$ cat src/rtl/reaction_mode_n_pkg.sv
// Shared types and constants for the multi-round reaction-timer game mode.
package reaction_mode_n_pkg;

  typedef enum logic [2:0] {
    StIdle,
    StArm,
    StWait,
    StLit,
    StScore,
    StFault,
    StDone
  } state_e;

  localparam logic [15:0] LfsrSeed = 16'hACE1;
  localparam logic [15:0] LfsrTaps = 16'hB400;

  // Random part of the pre-light delay is folded into 0..DlyRange-1 ticks.
  localparam int unsigned DlyRange = 1024;

  // All-ones pattern of a given width (w <= 63), truncated by the caller.
  function automatic logic [63:0] cnt_ones(input int unsigned w);
    return (64'd1 << w) - 64'd1;
  endfunction

endpackage

$ cat src/rtl/reaction_mode_n_if.sv
// Control, player-input and display signals of the reaction-timer game mode.
interface reaction_mode_n_if #(
  parameter int unsigned N_LEDS = 8,
  parameter int unsigned CNT_W  = 24
);

  logic              enable;
  logic              start;
  logic              clr_hs;
  logic              tick;
  logic [N_LEDS-1:0] sw;
  logic [N_LEDS-1:0] led;
  logic [1:0]        status_led;
  logic [CNT_W-1:0]  react_time;
  logic [CNT_W-1:0]  total;
  logic [CNT_W-1:0]  highscore;
  logic [3:0]        round_idx;
  logic              session_done;

  // Mode select, tick generator and switches side.
  modport master (
    output enable, start, clr_hs, tick, sw,
    input  led, status_led, react_time, total, highscore, round_idx, session_done
  );

  // The game-mode block itself.
  modport slave (
    input  enable, start, clr_hs, tick, sw,
    output led, status_led, react_time, total, highscore, round_idx, session_done
  );

endinterface

$ cat src/rtl/reaction_mode_n_lfsr16.sv
// 16-bit right-shifting Galois LFSR; any non-zero seed never reaches zero.
module reaction_mode_n_lfsr16 #(
  parameter logic [15:0] Seed = 16'hACE1,
  parameter logic [15:0] Taps = 16'hB400
) (
  input  logic        clk_i,
  input  logic        rst_i,
  input  logic        en_i,
  output logic [15:0] lfsr_o
);

  logic [15:0] lfsr_q, lfsr_d;

  // Next value: shift right, fold the taps in when a one drops out.
  always_comb begin
    lfsr_d = lfsr_q;
    if (en_i) begin
      lfsr_d = (lfsr_q >> 1) ^ (lfsr_q[0] ? Taps : 16'h0000);
    end
  end

  // State register with synchronous seed load.
  always_ff @(posedge clk_i) begin
    if (rst_i) begin
      lfsr_q <= Seed;
    end else begin
      lfsr_q <= lfsr_d;
    end
  end

  assign lfsr_o = lfsr_q;

endmodule

$ cat src/rtl/reaction_mode_n.sv
// Multi-round reaction-timer game mode: random delay, one-hot target LED,
// reaction measurement in ticks, session total and clearable best-session score.
module reaction_mode_n
  import reaction_mode_n_pkg::*;
#(
  parameter int unsigned N_LEDS  = 8,
  parameter int unsigned CNT_W   = 24,
  parameter int unsigned ROUNDS  = 4,
  parameter int unsigned DLY_W   = 12,
  parameter int unsigned DLY_MIN = 500,
  parameter int unsigned TIMEOUT = 2000
) (
  input  logic             cin,
  input  logic             reset,
  reaction_mode_n_if.slave rm_if
);

  localparam logic [CNT_W-1:0]  CntOnes    = CNT_W'(cnt_ones(CNT_W));
  localparam logic [CNT_W-1:0]  TimeoutCnt = CNT_W'(TIMEOUT);
  localparam logic [N_LEDS-1:0] LedOne     = N_LEDS'(1);
  localparam logic [3:0]        LastRound  = 4'(ROUNDS - 1);

  state_e            state_q;
  logic              start_q;
  logic [DLY_W-1:0]  dly_q;
  logic [3:0]        target_q;
  logic [CNT_W-1:0]  rt_cnt_q;
  logic [CNT_W-1:0]  react_time_q;
  logic [CNT_W-1:0]  total_q;
  logic [CNT_W-1:0]  highscore_q;
  logic [N_LEDS-1:0] led_q;
  logic [1:0]        status_q;
  logic [3:0]        round_idx_q;
  logic              session_done_q;

  logic [15:0]       lfsr;
  logic              start_edge;
  logic [N_LEDS-1:0] target_oh;
  logic              sw_idle;
  logic              sw_hit;
  logic [CNT_W:0]    sum_full;
  logic [CNT_W-1:0]  total_sat;
  logic [CNT_W-1:0]  rt_inc;
  logic [DLY_W-1:0]  dly_load;
  logic [3:0]        target_load;

  reaction_mode_n_lfsr16 #(
    .Seed(LfsrSeed),
    .Taps(LfsrTaps)
  ) u_lfsr (
    .clk_i (cin),
    .rst_i (reset),
    .en_i  (1'b1),
    .lfsr_o(lfsr)
  );

  // Datapath helpers: start edge, target decode, saturating sums, round randomisation.
  always_comb begin
    start_edge  = rm_if.start & ~start_q;
    target_oh   = LedOne << target_q;
    sw_idle     = (rm_if.sw == '0);
    sw_hit      = (rm_if.sw == target_oh);
    sum_full    = {1'b0, total_q} + {1'b0, rt_cnt_q};
    total_sat   = sum_full[CNT_W] ? CntOnes : sum_full[CNT_W-1:0];
    rt_inc      = (rt_cnt_q == CntOnes) ? rt_cnt_q : rt_cnt_q + CNT_W'(1);
    dly_load    = DLY_W'(DLY_MIN + (32'(lfsr[DLY_W-1:0]) % DlyRange));
    target_load = 4'(32'(lfsr[15:12]) % N_LEDS);
  end

  // Game FSM with all outputs registered; clr_hs is applied last so it beats a DONE update.
  always_ff @(posedge cin) begin
    if (reset) begin
      state_q        <= StIdle;
      start_q        <= 1'b0;
      dly_q          <= '0;
      target_q       <= '0;
      rt_cnt_q       <= '0;
      react_time_q   <= '0;
      total_q        <= '0;
      highscore_q    <= CntOnes;
      led_q          <= '0;
      status_q       <= 2'b00;
      round_idx_q    <= '0;
      session_done_q <= 1'b0;
    end else begin
      start_q        <= rm_if.start;
      session_done_q <= 1'b0;
      if (!rm_if.enable) begin
        // Abort: displays of total/react_time stay for the user to read.
        state_q  <= StIdle;
        led_q    <= '0;
        status_q <= 2'b00;
      end else begin
        unique case (state_q)
          StIdle: begin
            if (start_edge) begin
              state_q     <= StArm;
              status_q    <= 2'b01;
              total_q     <= '0;
              round_idx_q <= '0;
            end
          end
          StArm: begin
            dly_q    <= dly_load;
            target_q <= target_load;
            state_q  <= StWait;
          end
          StWait: begin
            if (!sw_idle) begin
              state_q  <= StFault;
              status_q <= 2'b10;
              led_q    <= '0;
            end else if (dly_q == '0) begin
              state_q  <= StLit;
              rt_cnt_q <= '0;
              led_q    <= target_oh;
            end else if (rm_if.tick) begin
              dly_q <= dly_q - DLY_W'(1);
            end
          end
          StLit: begin
            // A match is checked first so it wins over a coincident timeout.
            if (sw_hit) begin
              state_q      <= StScore;
              react_time_q <= rt_cnt_q;
              total_q      <= total_sat;
              led_q        <= '0;
            end else if (!sw_idle || (rt_cnt_q == TimeoutCnt)) begin
              state_q  <= StFault;
              status_q <= 2'b10;
              led_q    <= '0;
            end else if (rm_if.tick) begin
              rt_cnt_q <= rt_inc;
            end
          end
          StScore: begin
            if (round_idx_q == LastRound) begin
              state_q        <= StDone;
              status_q       <= 2'b00;
              session_done_q <= 1'b1;
            end else if (sw_idle) begin
              state_q     <= StArm;
              round_idx_q <= round_idx_q + 4'd1;
            end
          end
          StFault: begin
            // Restart goes straight to ARM as a fresh session.
            if (start_edge && sw_idle) begin
              state_q     <= StArm;
              status_q    <= 2'b01;
              total_q     <= '0;
              round_idx_q <= '0;
            end
          end
          StDone: begin
            state_q <= StIdle;
            if (total_q < highscore_q) begin
              highscore_q <= total_q;
            end
          end
          default: begin
            state_q  <= StIdle;
            status_q <= 2'b00;
            led_q    <= '0;
          end
        endcase
      end
      if (rm_if.clr_hs) begin
        highscore_q <= CntOnes;
      end
    end
  end

  assign rm_if.led          = led_q;
  assign rm_if.status_led   = status_q;
  assign rm_if.react_time   = react_time_q;
  assign rm_if.total        = total_q;
  assign rm_if.highscore    = highscore_q;
  assign rm_if.round_idx    = round_idx_q;
  assign rm_if.session_done = session_done_q;

endmodule

$ cat src/flat_wrapper.sv
// flat-port wrapper written by rule: the top's interface ports become plain ports
module reaction_mode_n_flat import reaction_mode_n_pkg::*;
#(
  parameter int unsigned N_LEDS  = 8,
  parameter int unsigned CNT_W   = 24,
  parameter int unsigned ROUNDS  = 4,
  parameter int unsigned DLY_W   = 12,
  parameter int unsigned DLY_MIN = 500,
  parameter int unsigned TIMEOUT = 2000
)
  (cin, reset, rm_if_enable, rm_if_start, rm_if_clr_hs, rm_if_tick, rm_if_sw, rm_if_led, rm_if_status_led, rm_if_react_time, rm_if_total, rm_if_highscore, rm_if_round_idx, rm_if_session_done);
  reaction_mode_n_if #(.N_LEDS(N_LEDS), .CNT_W(CNT_W)) rm_if_i ();
  input  logic cin;
  input  logic reset;
  input wire logic [$bits(rm_if_i.enable)-1:0] rm_if_enable;
  input wire logic [$bits(rm_if_i.start)-1:0] rm_if_start;
  input wire logic [$bits(rm_if_i.clr_hs)-1:0] rm_if_clr_hs;
  input wire logic [$bits(rm_if_i.tick)-1:0] rm_if_tick;
  input wire logic [$bits(rm_if_i.sw)-1:0] rm_if_sw;
  output wire logic [$bits(rm_if_i.led)-1:0] rm_if_led;
  output wire logic [$bits(rm_if_i.status_led)-1:0] rm_if_status_led;
  output wire logic [$bits(rm_if_i.react_time)-1:0] rm_if_react_time;
  output wire logic [$bits(rm_if_i.total)-1:0] rm_if_total;
  output wire logic [$bits(rm_if_i.highscore)-1:0] rm_if_highscore;
  output wire logic [$bits(rm_if_i.round_idx)-1:0] rm_if_round_idx;
  output wire logic [$bits(rm_if_i.session_done)-1:0] rm_if_session_done;
  assign rm_if_i.enable = rm_if_enable;
  assign rm_if_i.start = rm_if_start;
  assign rm_if_i.clr_hs = rm_if_clr_hs;
  assign rm_if_i.tick = rm_if_tick;
  assign rm_if_i.sw = rm_if_sw;
  assign rm_if_led = rm_if_i.led;
  assign rm_if_status_led = rm_if_i.status_led;
  assign rm_if_react_time = rm_if_i.react_time;
  assign rm_if_total = rm_if_i.total;
  assign rm_if_highscore = rm_if_i.highscore;
  assign rm_if_round_idx = rm_if_i.round_idx;
  assign rm_if_session_done = rm_if_i.session_done;
  reaction_mode_n #(.N_LEDS(N_LEDS), .CNT_W(CNT_W), .ROUNDS(ROUNDS), .DLY_W(DLY_W), .DLY_MIN(DLY_MIN), .TIMEOUT(TIMEOUT)) u_core (.cin(cin), .reset(reset), .rm_if(rm_if_i));
endmodule
$ cat config.mk
export PLATFORM = sky130hd
export DESIGN_NAME = reaction_mode_n_flat
export DESIGN_NICKNAME = d
export VERILOG_FILES = /design/src/rtl/reaction_mode_n_pkg.sv /design/src/rtl/reaction_mode_n_if.sv /design/src/rtl/reaction_mode_n_lfsr16.sv /design/src/rtl/reaction_mode_n.sv /design/src/flat_wrapper.sv
export SDC_FILE = /design/constraint.sdc
export NUM_CORES = 1
export LEC_CHECK = 0
export ABC_CLOCK_PERIOD_IN_PS = 3200
export BUFFER_PORTS_ARGS = -buffer_cell sky130_fd_sc_hd__buf_2
export CORE_ASPECT_RATIO = 1.5
export CORE_UTILIZATION = 57
export CTS_CLUSTER_DIAMETER = 150
export DETAILED_ROUTE_END_ITERATION = 16
export GPL_ROUTABILITY_DRIVEN = 0
export HOLD_SLACK_MARGIN = 0.08
export PLACE_DENSITY = 0.76
export SYNTH_ARGS = -nofsm -noshare
export SYNTH_HDL_FRONTEND = slang
export SYNTH_HIERARCHICAL = 1
export SYNTH_SLANG_ARGS = --single-unit
$ cat constraint.sdc
create_clock -name cin -period 3.2 [get_ports cin]
set_clock_uncertainty 0.15 [all_clocks]
set_input_delay 0.64 -clock cin [delete_from_list [all_inputs] [get_ports cin]]
set_output_delay 0.64 -clock cin [all_outputs]
set_load 0.02 [all_outputs]
# Yosys cells after proc, flatten, opt, wreduce, memory -nomap -nowiden
# Index checks and enable logic that the tools add are counted.
dict set report totals {
  regBits 146
  in_bits 14
  out_inout_bits 87
  wordCells 125
}
dict set report op_classes {
  addsub 5
  order_cmp 1
  n_eq_ne 29
  shift 1
  muxes 44
  n_bitwise 7
  n_reduce_logical 25
}
# cell count
set ops {}
lappend ops {{two-way mux 24 bit} 10}
lappend ops {{one-hot mux 24 bit (3 select lines)} 1}
lappend ops {{one-hot mux 24 bit (2 select lines)} 1}
lappend ops {{two-way mux 12 bit} 3}
lappend ops {{two-way mux 8 bit} 4}
lappend ops {{adder 24 x 24 -> 25 bit} 1}
lappend ops {{adder 24 x 1 -> 24 bit (second input constant)} 1}
lappend ops {{== test 24 x 11 -> 1 bit (second input constant)} 1}
lappend ops {{== test 24 bit (second input constant)} 1}
lappend ops {{less-than comparator 24 bit} 1}
lappend ops {{two-way mux 3 bit} 8}
lappend ops {{one-hot mux 12 bit (2 select lines)} 1}
lappend ops {{one-hot mux 8 bit (3 select lines)} 1}
lappend ops {{one-hot mux 3 bit (6 select lines)} 1}
lappend ops {{two-way mux 16 bit} 1}
lappend ops {{two-way mux 4 bit} 4}
lappend ops {{inequality test 2 x 1 -> 1 bit (second input constant)} 8}
lappend ops {{inequality test 2 bit (second input constant)} 8}
lappend ops {{XOR 15 x 16 -> 16 bit} 1}
lappend ops {{AND reduction 5 bit} 3}
lappend ops {{zero test 12 bit} 1}
lappend ops {{two-way mux 2 bit} 6}
lappend ops {{one-hot mux 2 bit (6 select lines)} 1}
lappend ops {{one-hot mux 4 bit (3 select lines)} 1}
lappend ops {{29 further kinds} 43}

# Longest topological paths before layout
dict set report depth {
  word_depth 6
  mapped_depth 11
  depth_no_buf 10
}

# By module
# Netlist, hierarchy kept.
# module n_inst cells_per_inst area_per_inst_um2 seq_area_each_um2
set by_module_without_submodules {}
lappend by_module_without_submodules {reaction_mode_n 1 942 7628.6 2602.5}
lappend by_module_without_submodules {reaction_mode_n_lfsr16 1 56 629.4 320.3}

# Worst setup path before layout
# No wires, ideal clock.
dict set report synth_timing {
  path_kind {register -> register}
  start {register u_core.total_q[0], in the netlist u_core/rm_if.total[0]}
  end {register u_core.total_q[21], in the netlist u_core/rm_if.total[21]}
  arrival_time_ns 2.656
  t_required_ns 2.955
  path_slack_ns 0.299
  path_stages_with_launch 12
  path_cell_list {dfxtp_1 > ha_1 > fa_1 > a211oi_1 > o21ai_0 > o2111ai_1 > o211ai_1 > a21oi_1 > o31ai_1 > clkbuf_1 > nand2_1 > o311ai_1}
}
dict set report synth_between {
  elab_chain_cells 4
}
# item line
set synth_rtl {}
lappend synth_rtl {{start: declaration} reaction_mode_n.sv:29} ;# logic [CNT_W-1:0] total_q;
lappend synth_rtl {{start signal: assignment} reaction_mode_n.sv:126} ;# total_q <= total_sat;
lappend synth_rtl {{adder 24 x 24 -> 25 bit} reaction_mode_n.sv:63} ;# sum_full = {1'b0, total_q} + {1'b0, rt_cnt_q};
lappend synth_rtl {{two-way mux 24 bit} reaction_mode_n.sv:64} ;# total_sat = sum_full[CNT_W] ? CntOnes : sum_full[CNT_W-1:0];
lappend synth_rtl {{two-way mux 24 bit} reaction_mode_n.sv:123} ;# if (sw_hit) begin
lappend synth_rtl {{one-hot mux 24 bit (3 select lines)} reaction_mode_n.sv:94} ;# unique case (state_q)
# No other way between the ends. The select of a mux whose other input is x is not followed.
# A chain may end at the register's enable or synchronous reset.

# Final worst setup path
dict set report layout_timing {
  start {register u_core.target_q[1]}
  end {register u_core.total_q[19], in the netlist u_core/rm_if.total[19]}
}
dict set report layout_between {
  elab_chain_cells 4
}
# item line
set layout_rtl {}
lappend layout_rtl {{start: declaration} reaction_mode_n.sv:26} ;# logic [3:0] target_q;
lappend layout_rtl {{start signal: assignment} reaction_mode_n.sv:105} ;# target_q <= target_load;
lappend layout_rtl {{left shift 1 x 3 -> 8 bit} reaction_mode_n.sv:60} ;# target_oh = LedOne << target_q;
lappend layout_rtl {{== test 8 bit} reaction_mode_n.sv:62} ;# sw_hit = (rm_if.sw == target_oh);
lappend layout_rtl {{inequality test 2 x 1 -> 1 bit (no source line)} n/a}
lappend layout_rtl {{AND reduction 5 bit (no source line)} n/a}
# No other way between the ends.

==> key figures <==
Pwr
  – Cell Int Power: 0.00330 W
  – Switching share of total power: 0.221
  – Share of total power in the clock network: 0.507
  – Final Power: 0.00424 W
  – Peak supply drop: 0.000354 V
  – Logic gate share of total power: 0.052
  – Register share of total power: 0.441
  – Leakage power of the design: 4.64 nW
  – Ratio of total power to cell area: 436 nW/um^2
  – Power spent charging and discharging nets: 0.000935 W

Routing
  – Antenna viol nets, final: 0
  – Routed length per instance: 15.7 microns
  – Vias per Instance: 5.86
  – Number of remaining DRC errors: 0
  – Via count: 7680
  – Total Routed Length: 20500 microns
  – Iteration-0 DRC Markers: 493
  – Pre-antenna DRT Iters: 5

Worst setup path
  – Capturing element of the worst setup path: u_core/rm_if.total[19]
  – Type of the worst setup path: flop to flop
  – Launching element type of the critical path: flop
  – Critical path required time: 3.40 ns
  – Arrival time worst endpoint: 3.24 ns
  – FF-to-FF Start: u_core/target_q[1]
  – Critical path fanouts, max: 11
  – R2R Setup Slk: 0.17 ns
  – RR Endpoint: u_core/rm_if.total[19]
  – Worst setup path startpoint: u_core/target_q[1]
  – Capturing element type of the critical path: flop
  – FF-to-FF path depth: 8

Placement
  – HPWL after detailed placement: 14900 microns
  – Count of buffers inserted at the top-level ports: 100

Die
  – Initial cell density of the core: 0.587
  – Height of the die: 149 microns
  – Core outline area: 14100 sq um
  – Width of the die: 100 microns
  – Die Area: 15000 sq um
  – Number of top-level pins: 101
  – Number of placement rows: 53

Timing
  – Worst-margin pin slew: 0.687 ns
  – Final-layout setup total negative slack: 0 ns
  – Max-slew violations: 0
  – Setup violation total in the final timing report: 0
  – Final min period: 3.03 ns
  – Number of failing hold endpoints at the final stage: 0
  – Achievable Freq: 330 MHz
  – Worst hold slack: 0.319 ns
  – Share of the clock period used by the worst path after layout: 0.948
  – Remaining max-slew budget at the tightest pin: 0.537

CTS
  – Clock slew at reported path FFs: 0.06 ns
  – Clock Tree Buf Depth: 2
  – Clock latency on the worst-skew pair: 0.42 ns
  – Count of H-tree levels built during CTS: 4
  – Total clock sinks: 146
  – TritonCTS Buffers: 17
  – CTS tree: done
  – Number of buffers inserted for hold repair after clock tree synthesis: 0
  – CTS root buf: clkbuf_16

Final layout
  – Most common cell after layout, fill and taps aside: dfxtp_1
  – Footprint of the multi-input gates: 5030 sq um
  – Share of cells above drive strength 1: 0.179
  – Area growth from synthesis to final layout: 17.8%
  – Final-layout fill cell count: 1203
  – Total Nets Final: 1173
  – Ant. Diodes: 0
  – Most used cells in the layout excluding fill and tap cells: 146 x dfxtp_1, 111 x nor2_1, 100 x buf_2
  – Flip-flop and latch area: 2920 sq um

GRT
  – Via count of the first global-routing pass: 7344
  – Overall routing resource usage: 0.276
  – Total congestion overflow after global routing: 0
  – Wire length of the first global-routing pass: 33200 microns
  – Initial antenna violation count: 0
  – Largest net degree at the start of global routing: 47

Synthesis
  – Synthesized area per cell: 8.27 sq um
  – Gate count after technology mapping: 998
  – Library cells used by synthesis: 75
  – Post-synth top area share: 0.354
  – EDFF count, synth: 0
  – Cell type contributing the most total cell area after synthesis: dfxtp_1
  – Proportion of synthesized chip area in sequential cells: 0.354
  – Leading post-synthesis cells by cell area: dfxtp_1 35%, ha_1 8.0%, nor2_1 5.0%, mux2i_1 4.6%, nand2_1 4.1%
  – Ys async rst share: 0
  – Ys flop type: dfxtp_1
  – Cell Area, Synth: 8260 sq um
  – Flops & latches, synth: 146
  – Syn. warnings: 6

Status
  – Result of the run: finished clean

Run
  – Max-capacitance violation count: 0

Hold path
  – Class of the tightest hold or removal check: primary input to flop
[routing by layer]
layer,part of all wire,up-vias,GRT usage
met3,0.050,82,0.0551
met2,0.51,242,0.501
met1,0.39,3574,0.292
li1,-,3782,-
met4,0.048,0,0.162
met5,0,-,0
[cell type report]
cell class,instances,share of cell area
clock buffer,21,0.0483
timing repair buffer,130,0.0771
clock inverter,11,0.0179
tap,192,0.0247
multi-input combinational,771,0.517
sequential,146,0.300
inverter,39,0.0150
[registers in the layout, indices dropped and copies added, names as in the netlist, 3 cells and up]
register / count
u_core/rm_if.highscore: 24
u_core/rm_if.react_time: 24
u_core/rm_if.total: 24
u_core/rm_if.led: 8
u_core/state_q: 3
u_core/dly_q: 12
u_core/rm_if.round_idx: 4
u_core/u_lfsr/lfsr_o: 16
u_core/target_q: 3
u_core/rt_cnt_q: 24
[kinds of logic (layout without fill, tap and decap cells)]
group,after synthesis,after routing,share of synthesized area
XOR/XNOR,48,48,0.0509
adder cells (fa/ha/maj),54,54,0.0827
buffers and inverters,86,201,0.0432
AND/OR/NAND/NOR,370,370,0.219
multiplexers,38,38,0.0461
flip-flops,146,146,0.354
other,1,6,0.000454
AO/OA/AOI/OAI,255,255,0.204
[critical path, stage by stage (launching register included)]
cell and delay [ns]:
dfxtp_1 0.52, nand2_1 0.17, a311o_1 0.37, nand2_1 0.08
or4b_1 0.45, nand4bb_4 0.28, or3_1 0.47, or3_1 0.39
nand4_1 0.09
[power by group through the flow]
| stage | logic, W | clock network, W | registers (W) |
|---|---|---|---|
| 3_5_place_dp | 0.000215 | 0 | 0.00191 |
| 2_1_floorplan | 0.000168 | 0 | 0.00190 |
| 5_1_grt | 0.000245 | 0.00227 | 0.00187 |
| 3_3_place_gp | 0.000212 | 0 | 0.00191 |
| 4_1_cts | 0.000218 | 0.00218 | 0.00187 |
| 6_report | 0.000221 | 0.00215 | 0.00187 |
[repair_timing]
action / CTS / global route
resized for setup: 0 / 3
endpoints found under the setup margin: 0 / 18
buffers inserted: 0 / 0
[synth_stat cells (3+ instances only)]
cell type and n:
a211o_1 9, nand2b_1 7, nand2_1 91, or2_2 3
nand3b_1 3, nor2b_1 16, nor3_1 32, o21a_1 7
a21bo_2 22, clkbuf_1 37, xnor2_1 30, nor2_1 111
nand3_1 32, ha_1 53, a31oi_1 29, and4_1 6
o211ai_1 6, a211oi_1 3, inv_1 39, a21o_1 19
xor2_1 18, o21ai_0 57, a21oi_1 62, buf_2 4
nand4_1 17, dfxtp_1 146, nor4_1 8, and3_1 7
and2b_2 3, nor4b_1 3, a22oi_1 6, a221oi_1 3
mux2i_1 38, and2_1 10, or3_1 10, o31ai_1 5
[per-stage QoR]
step / instances / setup slack [ns] / utilization / area [sq um]
2_1_floorplan: 1003 / 0.299 / - / 8280
3_3_place_gp: 1278 / 0.195 / 0.645 / 9070
3_5_place_dp: 1278 / 0.105 / 0.645 / 9070
4_1_cts: 1310 / 0.172 / 0.691 / 9720
5_1_grt: 1310 / -0.0209 / 0.692 / 9730
6_report: 1310 / 0.166 / 0.692 / 9730
[how the worst min path moves through the flow]
stage,from,to,slack (ns),depth (start not counted)
floorplan,u_core/u_lfsr/lfsr_o[15],u_core/u_lfsr/lfsr_o[14],0.31,2
global placement,u_core/rm_if.highscore[10],u_core/rm_if.highscore[10],0.32,1
detailed placement,u_core/rm_if.highscore[0],u_core/rm_if.highscore[0],0.32,1
CTS,rm_if_start,u_core/start_q,0.30,2
global route,rm_if_start,u_core/start_q,0.32,2
finish,rm_if_start,u_core/start_q,0.32,2
No activity file was read; power rests on OpenSTA's default activity.
